==> src/rtl/mips_pc_pkg.sv <==
// mips_pc_pkg: shared state encoding and constants for the PC sequencer
package mips_pc_pkg;
  typedef enum logic [1:0] {IDLE, FETCH, HOLD} state_t;
  localparam logic [31:0] PC_INC = 32'd4;
  localparam logic [31:0] DEFAULT_RESET_PC = 32'h0000_0000;
endpackage

==> src/rtl/pc_sequencer_if.sv <==
// pc_sequencer_if: imem fetch handshake plus decode valid/ready and control inputs
//  master: sequencer side (drives imem_req/addr, instr_valid/instr/pc_out)
//  slave : imem + decode side (drives ack/rdata, ready and next-PC controls)
interface pc_sequencer_if;
  logic        imem_req;
  logic [31:0] imem_addr;
  logic        imem_ack;
  logic [31:0] imem_rdata;
  logic        instr_valid;
  logic        instr_ready;
  logic [31:0] instr;
  logic [31:0] pc_out;
  logic        branch_taken;
  logic [31:0] branch_offset;
  logic        jump;
  logic        jr;
  logic [31:0] jr_target;
  modport master (
    output imem_req, imem_addr, instr_valid, instr, pc_out,
    input  imem_ack, imem_rdata, instr_ready, branch_taken, branch_offset, jump, jr, jr_target
  );
  modport slave (
    input  imem_req, imem_addr, instr_valid, instr, pc_out,
    output imem_ack, imem_rdata, instr_ready, branch_taken, branch_offset, jump, jr, jr_target
  );
endinterface

==> src/rtl/next_pc_calc.sv <==
// next_pc_calc: combinational next-PC select, priority jr > jump > branch > sequential
//  pc, instr_index, branch_taken/branch_offset, jump, jr/jr_target in; next_pc, misalign out
module next_pc_calc
  import mips_pc_pkg::*;
(
  input  logic [31:0] pc,
  input  logic [25:0] instr_index,
  input  logic        branch_taken,
  input  logic [31:0] branch_offset,
  input  logic        jump,
  input  logic        jr,
  input  logic [31:0] jr_target,
  output logic [31:0] next_pc,
  output logic        misalign
);
  logic [31:0] seq_pc;
  assign seq_pc = pc + PC_INC;
  assign next_pc = jr           ? {jr_target[31:2], 2'b00} :
                   jump         ? {seq_pc[31:28], instr_index, 2'b00} :
                   branch_taken ? seq_pc + (branch_offset << 2) :
                                  seq_pc;
  assign misalign = jr && (jr_target[1:0] != 2'b00);
endmodule

==> src/rtl/pc_sequencer.sv <==
// pc_sequencer: owns the PC, fetches from imem (req/ack) and hands words to decode (valid/ready)
//  clk, reset : clock, synchronous active-high reset
//  bus        : pc_sequencer_if.master (imem handshake, decode handshake, next-PC controls)
//  fetch_err  : sticky, a fetch waited FETCH_TIMEOUT cycles without ack
//  align_err  : sticky, a misaligned jr target was accepted
module pc_sequencer
  import mips_pc_pkg::*;
#(
  parameter logic [31:0] RESET_PC      = DEFAULT_RESET_PC,
  parameter int unsigned FETCH_TIMEOUT = 16
) (
  input  logic                  clk,
  input  logic                  reset,
  pc_sequencer_if.master        bus,
  output logic                  fetch_err,
  output logic                  align_err
);
  localparam int CW = $clog2(FETCH_TIMEOUT + 1);
  state_t        state;
  logic [31:0]   pc;
  logic [CW-1:0] cnt;
  logic [31:0]   next_pc;
  logic          misalign;
  assign bus.imem_addr = pc;
  next_pc_calc u_next_pc (
    .pc           (pc),
    .instr_index  (bus.instr[25:0]),
    .branch_taken (bus.branch_taken),
    .branch_offset(bus.branch_offset),
    .jump         (bus.jump),
    .jr           (bus.jr),
    .jr_target    (bus.jr_target),
    .next_pc      (next_pc),
    .misalign     (misalign)
  );
  always_ff @(posedge clk) begin
    if (reset) begin
      state           <= IDLE;
      pc              <= RESET_PC;
      bus.imem_req    <= 1'b0;
      bus.instr_valid <= 1'b0;
      bus.instr       <= '0;
      bus.pc_out      <= '0;
      fetch_err       <= 1'b0;
      align_err       <= 1'b0;
      cnt             <= '0;
    end else begin
      case (state)
        IDLE: begin
          state        <= FETCH;
          bus.imem_req <= 1'b1;
        end
        FETCH: begin
          if (bus.imem_ack) begin
            state           <= HOLD;
            bus.imem_req    <= 1'b0;
            bus.instr_valid <= 1'b1;
            bus.instr       <= bus.imem_rdata;
            bus.pc_out      <= pc;
            cnt             <= '0;
          end else begin
            // counter saturates at the limit; the flag latches on the cycle it gets there
            if (cnt != CW'(FETCH_TIMEOUT)) cnt <= cnt + 1'b1;
            if (cnt == CW'(FETCH_TIMEOUT - 1)) fetch_err <= 1'b1;
          end
        end
        HOLD: begin
          // instr_valid is always high here, so ready alone means accept
          if (bus.instr_ready) begin
            state           <= FETCH;
            pc              <= next_pc;
            align_err       <= align_err | misalign;
            bus.instr_valid <= 1'b0;
            bus.imem_req    <= 1'b1;
          end
        end
        default: state <= IDLE;
      endcase
    end
  end
endmodule
==> src/flat_wrapper.sv <==
// flat-port wrapper written by rule: the top's interface ports become plain ports
module pc_sequencer_flat import mips_pc_pkg::*;
#(
  parameter logic [31:0] RESET_PC      = DEFAULT_RESET_PC,
  parameter int unsigned FETCH_TIMEOUT = 16
)
  (clk, reset, fetch_err, align_err, bus_imem_req, bus_imem_addr, bus_instr_valid, bus_instr, bus_pc_out, bus_imem_ack, bus_imem_rdata, bus_instr_ready, bus_branch_taken, bus_branch_offset, bus_jump, bus_jr, bus_jr_target);
  pc_sequencer_if bus_i ();
  input  logic clk;
  input  logic reset;
  output logic fetch_err;
  output logic align_err;
  output wire logic [$bits(bus_i.imem_req)-1:0] bus_imem_req;
  output wire logic [$bits(bus_i.imem_addr)-1:0] bus_imem_addr;
  output wire logic [$bits(bus_i.instr_valid)-1:0] bus_instr_valid;
  output wire logic [$bits(bus_i.instr)-1:0] bus_instr;
  output wire logic [$bits(bus_i.pc_out)-1:0] bus_pc_out;
  input wire logic [$bits(bus_i.imem_ack)-1:0] bus_imem_ack;
  input wire logic [$bits(bus_i.imem_rdata)-1:0] bus_imem_rdata;
  input wire logic [$bits(bus_i.instr_ready)-1:0] bus_instr_ready;
  input wire logic [$bits(bus_i.branch_taken)-1:0] bus_branch_taken;
  input wire logic [$bits(bus_i.branch_offset)-1:0] bus_branch_offset;
  input wire logic [$bits(bus_i.jump)-1:0] bus_jump;
  input wire logic [$bits(bus_i.jr)-1:0] bus_jr;
  input wire logic [$bits(bus_i.jr_target)-1:0] bus_jr_target;
  assign bus_imem_req = bus_i.imem_req;
  assign bus_imem_addr = bus_i.imem_addr;
  assign bus_instr_valid = bus_i.instr_valid;
  assign bus_instr = bus_i.instr;
  assign bus_pc_out = bus_i.pc_out;
  assign bus_i.imem_ack = bus_imem_ack;
  assign bus_i.imem_rdata = bus_imem_rdata;
  assign bus_i.instr_ready = bus_instr_ready;
  assign bus_i.branch_taken = bus_branch_taken;
  assign bus_i.branch_offset = bus_branch_offset;
  assign bus_i.jump = bus_jump;
  assign bus_i.jr = bus_jr;
  assign bus_i.jr_target = bus_jr_target;
  pc_sequencer #(.RESET_PC(RESET_PC), .FETCH_TIMEOUT(FETCH_TIMEOUT)) u_core (.clk(clk), .reset(reset), .bus(bus_i), .fetch_err(fetch_err), .align_err(align_err));
endmodule
==> config.mk <==
export PLATFORM = sky130hd
export DESIGN_NAME = pc_sequencer_flat
export DESIGN_NICKNAME = d
export VERILOG_FILES = /design/src/rtl/mips_pc_pkg.sv /design/src/rtl/pc_sequencer_if.sv /design/src/rtl/next_pc_calc.sv /design/src/rtl/pc_sequencer.sv /design/src/flat_wrapper.sv
export SDC_FILE = /design/constraint.sdc
export NUM_CORES = 1
export LEC_CHECK = 0
export BUFFER_PORTS_ARGS = -buffer_cell sky130_fd_sc_hd__buf_2
export CORE_MARGIN = 2
export CORE_UTILIZATION = 49
export CTS_BUF_LIST = sky130_fd_sc_hd__clkbuf_8
export DETAILED_ROUTE_END_ITERATION = 10
export PLACE_DENSITY = 0.79
export SYNTH_ARGS = -nofsm -noshare
export SYNTH_HDL_FRONTEND = slang
export SYNTH_HIERARCHICAL = 1
export SYNTH_SLANG_ARGS = --single-unit
==> constraint.sdc <==
create_clock -name clk -period 3.5 [get_ports clk]
set_input_delay 0.35 -clock clk [delete_from_list [all_inputs] [get_ports clk]]
set_output_delay 0.35 -clock clk [all_outputs]
set_load 0.005 [all_outputs]
; Yosys cells after proc, flatten, opt, wreduce, memory -nomap -nowiden
; Index checks and enable logic that the tools add are counted.
[word_totals]
wordCells = 47
out_inout_bits = 100
in_bits = 103
ff_bits = 107
[classes]
n_reduce_logical = 13
n_eq_ne = 6
n_addsub = 3
n_mux = 14
bitwise_logic = 2
[op_table]
columns = cell, n
row1 = $mux W32, 3
row2 = $add A32 B3 Y32 const B, 1
row3 = $add A32 B32 Y32, 1
row4 = $mux W5, 2
row5 = $reduce_and A3 Y1, 3
row6 = $reduce_and A2 Y1, 4
row7 = $pmux W2 S3, 1
row8 = $reduce_bool A2 Y1, 3
row9 = $add A5 B1 Y5 const B, 1
row10 = $eq A5 B4 Y1 const B, 1
row11 = $ne A5 B5 Y1 const B, 1
row12 = $mux W1, 4
row13 = $mux W2, 2
row14 = $ne A2 B2 Y1 const B, 2
row15 = $pmux W1 S3, 1
row16 = $reduce_bool A3 Y1, 1
row17 = $eq A2 B1 Y1 const B, 1
row18 = $eq A2 B2 Y1 const B, 1
row19 = $logic_not A2 Y1, 1
row20 = $pmux W1 S2, 1
row21 = $logic_and A1 B1 Y1, 1
row22 = $not A1 Y1, 1
row23 = $or A1 B1 Y1, 1

; Logic depth before layout (Yosys ltp)
[depth]
ltp_word = 5
depth_mapped = 19
depth_no_buf = 18

; Cells and area by module
; The synthesis kept the hierarchy.
[by_module_without_submodules]
columns = mod, cells_per_inst, seq_area_each_um2, instances, area_each_um2
row1 = pc_sequencer, 482, 2142.1, 1, 3992.6
row2 = next_pc_calc, 477, 0.0, 1, 3141.8

; Worst setup path before layout
; Ideal clock, no wire load.
[synth_timing]
path_type = register to register
start = register u_core.pc[4], in the netlist u_core/bus.imem_addr[4]
end = register u_core.pc[28], in the netlist u_core/bus.imem_addr[28]
required_time_ns = 3.379
path_buffers = 0
stages_incl_launch_ff = 18
period_less_slack_ns = 3.453
setup_time_ns = 0.121
setup_slack_ns = 0.047
arrival_time_ns = 3.332
path_cell_list = dfxtp_1 -> nand3_2 -> nor3_4 -> nand3_2 -> nor2_4 -> nand4_1 -> xnor2_1 -> ha_1 -> a21oi_1 -> o21bai_1 -> a21o_1 -> a2111oi_0 -> o21ai_0 -> a311oi_1 -> a41oi_1 -> o221a_1 -> nand2_1 -> a21oi_1
[synth_via]
elab_chain_len = 5
[synth_rtl]
columns = item, line_no
row1 = start: declaration, pc_sequencer.sv:20  ; logic [31:0] pc;
row2 = start signal: assignment, pc_sequencer.sv:71  ; pc <= next_pc;
row3 = $add A32 B3 Y32 *, next_pc_calc.sv:17  ; assign seq_pc = pc + PC_INC;
row4 = $add A32 B32 Y32, next_pc_calc.sv:20  ; branch_taken ? seq_pc + (branch_offset << 2) :
row5 = $mux W32, next_pc_calc.sv:20
row6 = $mux W32 *, next_pc_calc.sv:19  ; jump ? {seq_pc[31:28], instr_index, 2'b00} :
row7 = $mux W32 *, next_pc_calc.sv:18  ; assign next_pc = jr ? {jr_target[31:2], 2'b00} :
row8 = via u_core.next_pc[28], pc_sequencer.sv:22  ; logic [31:0] next_pc;
; The timed path passes the listed nets; every way through them passes the cells marked *.
; A chain may end at the register's enable or synchronous reset.

; Worst setup path after layout
[layout_timing]
start = register u_core.pc[20], in the netlist u_core/bus.imem_addr[20]
end = register u_core.pc[31], in the netlist u_core/bus.imem_addr[31]
; The elaborated chain is that of the path after synthesis.

==> impl_results.md <==
* Category of the most critical setup path: flop to flop
* Cell count after synthesis at 959
* Library cell contributing the largest single delay on the critical path: sky130_fd_sc_hd__dfxtp_1
* Die Outline Area at roughly 16000 µm²
* Average instance area after synthesis at 7.44 µm²
* Sort of element at the end of the critical path: flop
* Share of post-route cells with drive strength above 1 at 35.2%
* Power density relative to cell area at ~270 nW/µm²
* Unrepaired setup endpoints after global routing: yes
* Number of nets in the synthesized netlist at 1103
* Yosys warning count at 6
* Fraction of the mapped netlist area in compound gates at approximately 25%
* Setup violation total in the final timing report at 5
* Max Transition Viols Final at 0
* Row count at 44
* Sum of overflow across all layers after global routing at 0
* Outcome: complete, but fails checks
* Dominant combinational cell family by area after synthesis: simple AND/OR/NAND/NOR gates
* Data required time of the worst path at 3.83 ns
* Library cell with the largest summed area after synthesis: sky130_fd_sc_hd__dfxtp_1
* Slew of the pin with the lowest slew margin at 0.955 ns
* Adder-cell share of the synthesized area at about 7.3%
* Worst ir drop on vdd at 0.000327 V
* TritonCTS clock tree: built
* Minimum setup slack in the final design at -0.227 ns
* Remaining routing DRC violations at 0
* Clk sinks at 107
* Number of max-cap violations at 0
* I/O pin cnt at approximately 200
* Placement Cell Area at 8730 µm²
* Maximum operating frequency at 268 MHz
* Final Critical Period at ~3.7 ns
* Series of cell instances along the critical path: and4_4, and3_4, and3_4, and3_4, nand2_2, xnor2_4, ha_1, and2_4, o21ai_4, nor2b_4, o21ai_2, or3_1, o221ai_2, xnor2_1, a21oi_1, o31ai_2, nand2_1, a21oi_1
* Final core area utilization at 65.4%
* Sequential element share of the synthesized area at 30.0%
* Fin nets at approximately 1300
* Number of vias per cell after detailed routing at 5.68
* Maximum clock path buffer count at 2
* Xor and xnor fraction of the mapped netlist area at 6.02%
* Cell variety after synth at 74
* Post-route standard cell area excluding fillers at ~9400 µm²
* Number of H-tree branching levels at 3
* Ranking of synthesized cells by instance count: 231 x sky130_fd_sc_hd__nand2_1, 130 x sky130_fd_sc_hd__a21oi_1, 107 x sky130_fd_sc_hd__dfxtp_1
* Synth area leaders: sky130_fd_sc_hd__dfxtp_1 30%, sky130_fd_sc_hd__nand2_1 12%, sky130_fd_sc_hd__a21oi_1 9.1%
* Vias in the first global route at 7358
* Violations in the final reports: setup timing
* Horizontal die dimension at roughly 120 µm
* Syn Std Cell Area at 7130 µm²
* First drt pass iteration count at 5
* Placed wire-length estimate at between 15 and 20 mm
* Delay contributed by the slowest stage of the critical path at 0.36 ns
* Average wire per standard cell at 17.2 µm
* Top_reg_cell synth: sky130_fd_sc_hd__dfxtp_1
* Routed vias at 7902
* Simple-Gate Fraction of Synth Area at approximately 25%
* Placement Setup Slack at -0.139 ns
* Most common cell in the netlist: sky130_fd_sc_hd__nand2_1
* Lkg Pwr at 4.19 nW
* First-iteration detailed-routing DRC count at 560
* Hold buffer count at cts at 0
* Clk pin slew, worst setup/hold paths at 0.11 ns
* Overall power consumption at 2.53 mW
* Share of flip-flops with an asynchronous set or reset at 0%
* Wire length after detailed routing at about 24 mm
* Antenna violations before repair at 0
* Diodes inserted at 0
* Share of cell area taken by muxes after synthesis at 2.02%
* Initial core utilization at 49.7%
* Quantity of I/O buffers inserted on ports at 200
* Critical path startpoint category: flop
* Worst slew slack as a fraction of its limit at between 30% and 40%
* Global placer's final weighted congestion at 0.971
* Crit share post-route at 106%
* Core Footprint at between 10000 and 15000 µm²
* Insertion delay to the later sink of the worst-skew pair at roughly 0.39 ns
* Number of enable-type register cells in the synthesized netlist at 0
* Most common cell on crit path: sky130_fd_sc_hd__and3_4
* GRT Util Overall at 29.1%
* Maximum number of pins on one net before global-route repair at between 40 and 50
* Layout overhead on the synthesized area at 31.8%
* Cell chosen for the clock root: sky130_fd_sc_hd__clkbuf_8
* Count of state elements after synthesis at 107
* Worst hold path type: input pin to flop
* Maximum net fanout on the critical path at 2
* Clock skew after layout at around 0.014 ns
* Total Negative Setup Slacks at -0.395 ns
* Arrival time worst endpoint at 4.05 ns
* First-pass GRT wire length at 36.8 mm
* Die height at 125 µm
* Endpoints failing hold at 0
* Antenna Violating Nets Remaining at 0
* Number of CTS-inserted buffers at 9
* Post-synth top area share at a little under a third
==> final timing paths <==
| check | start | end | slack [ns] | cells past startpoint |
|---|---|---|---|---|
| max | u_core/bus.imem_addr[20]$_SDFFE_PP0P_ | u_core/bus.imem_addr[31]$_SDFFE_PP0P_ | -0.23 | 18 |
| min | bus_imem_rdata[29] | u_core/bus.instr[29]$_SDFFE_PP0P_ | 0.18 | 3 |
| max reg2reg | u_core/bus.imem_addr[20]$_SDFFE_PP0P_ | u_core/bus.imem_addr[31]$_SDFFE_PP0P_ | -0.23 | 18 |
| min reg2reg | u_core/bus.pc_out[0]$_SDFFE_PP0P_ | u_core/bus.pc_out[0]$_SDFFE_PP0P_ | 0.46 | 2 |
==> layout by cell type (no fill, tap or decap), drive strengths merged, types with 4 or more instances in the layout <==
cell type and instances:
a211oi 7, a21o 17, a21oi 151, a221oi 5, a31oi 7, and3 9, buf 290, clkbuf 10
dfxtp 107, ha 40, inv 24, mux2i 11, nand2 241, nand2b 5, nand3 23, nand4 15
nor2 57, nor2b 9, nor3 8, o21a 6, o21ai 48, o22ai 9, o31ai 4, or3 5
xnor2 41, xor2 8
==> critical path: cells and delay by family (launching register included) <==
kind                       cells  cell delay, ns
and+or+nand+nor                9            1.69
AOI/OAI and AO/OA              6            0.94
adders and majority gates      1            0.33
xor gates and xnor gates       2            0.34
DFF                            1            0.36
==> per-layer routing <==
layer / routed length [µm] / part of all wire [%] / track usage [%] / vias up
li1: - / - / - / 3815
met1: 9400 / 39 / 34.5 / 3683
met2: 11800 / 49 / 51.2 / 340
met3: 1790 / 7.5 / 6.53 / 64
met4: 961 / 4.0 / 11.0 / 0
met5: 0 / 0 / 0 / -
==> kinds of logic after synthesis <==
kind of cell / Yosys count
xor+xnor: 49
flops: 107
buf+inv: 77
compound gates: 281
mux: 14
fa+ha+maj: 41
simple gates: 390
==> report_power, final <==
group | internal (mW) | switching [mW] | leakage [nW]
Clock | 0.280 | 0.451 | 0.0996
Combinational | 0.220 | 0.306 | 3.22
Sequential | 1.25 | 0.0270 | 0.871
Total | 1.75 | 0.784 | 4.19
==> cell type report <==
cell class | instances | area, µm²
Multi-Input combinational cell | 775 | 5070
Fill cell | 1238 | 4960
Sequential cell | 107 | 2150
Timing Repair Buffer | 290 | 1700
Tap cell | 184 | 230
Clock buffer | 10 | 138
Inverter | 20 | 75.1
Clock inverter | 6 | 38.8
==> sequential cells by signal, summed over array words and instances, names as in the netlist <==
register / flops
u_core/fetch_err: 1
u_core/bus.instr: 32
u_core/bus.imem_req: 1
u_core/state: 2
u_core/bus.imem_addr: 32
u_core/bus.pc_out: 32
u_core/cnt: 5
u_core/bus.instr_valid: 1
u_core/align_err: 1
==> repair_timing <==
item                       4_1_cts  5_1_grt
pin swaps                        2       39
gates cloned                     0        0
setup buffers                    0        3
resized for setup               14       75
setup endpoints to repair        5       15
==> through the flow <==
stage / instances / hold slack [ns]
floorplan: 959 / 0.453
global placement: 1374 / 0.440
detailed placement: 1374 / 0.443
CTS: 1390 / 0.160
global route: 1392 / 0.166
finish: 1392 / 0.180
(Power assumes the default switching activity.)
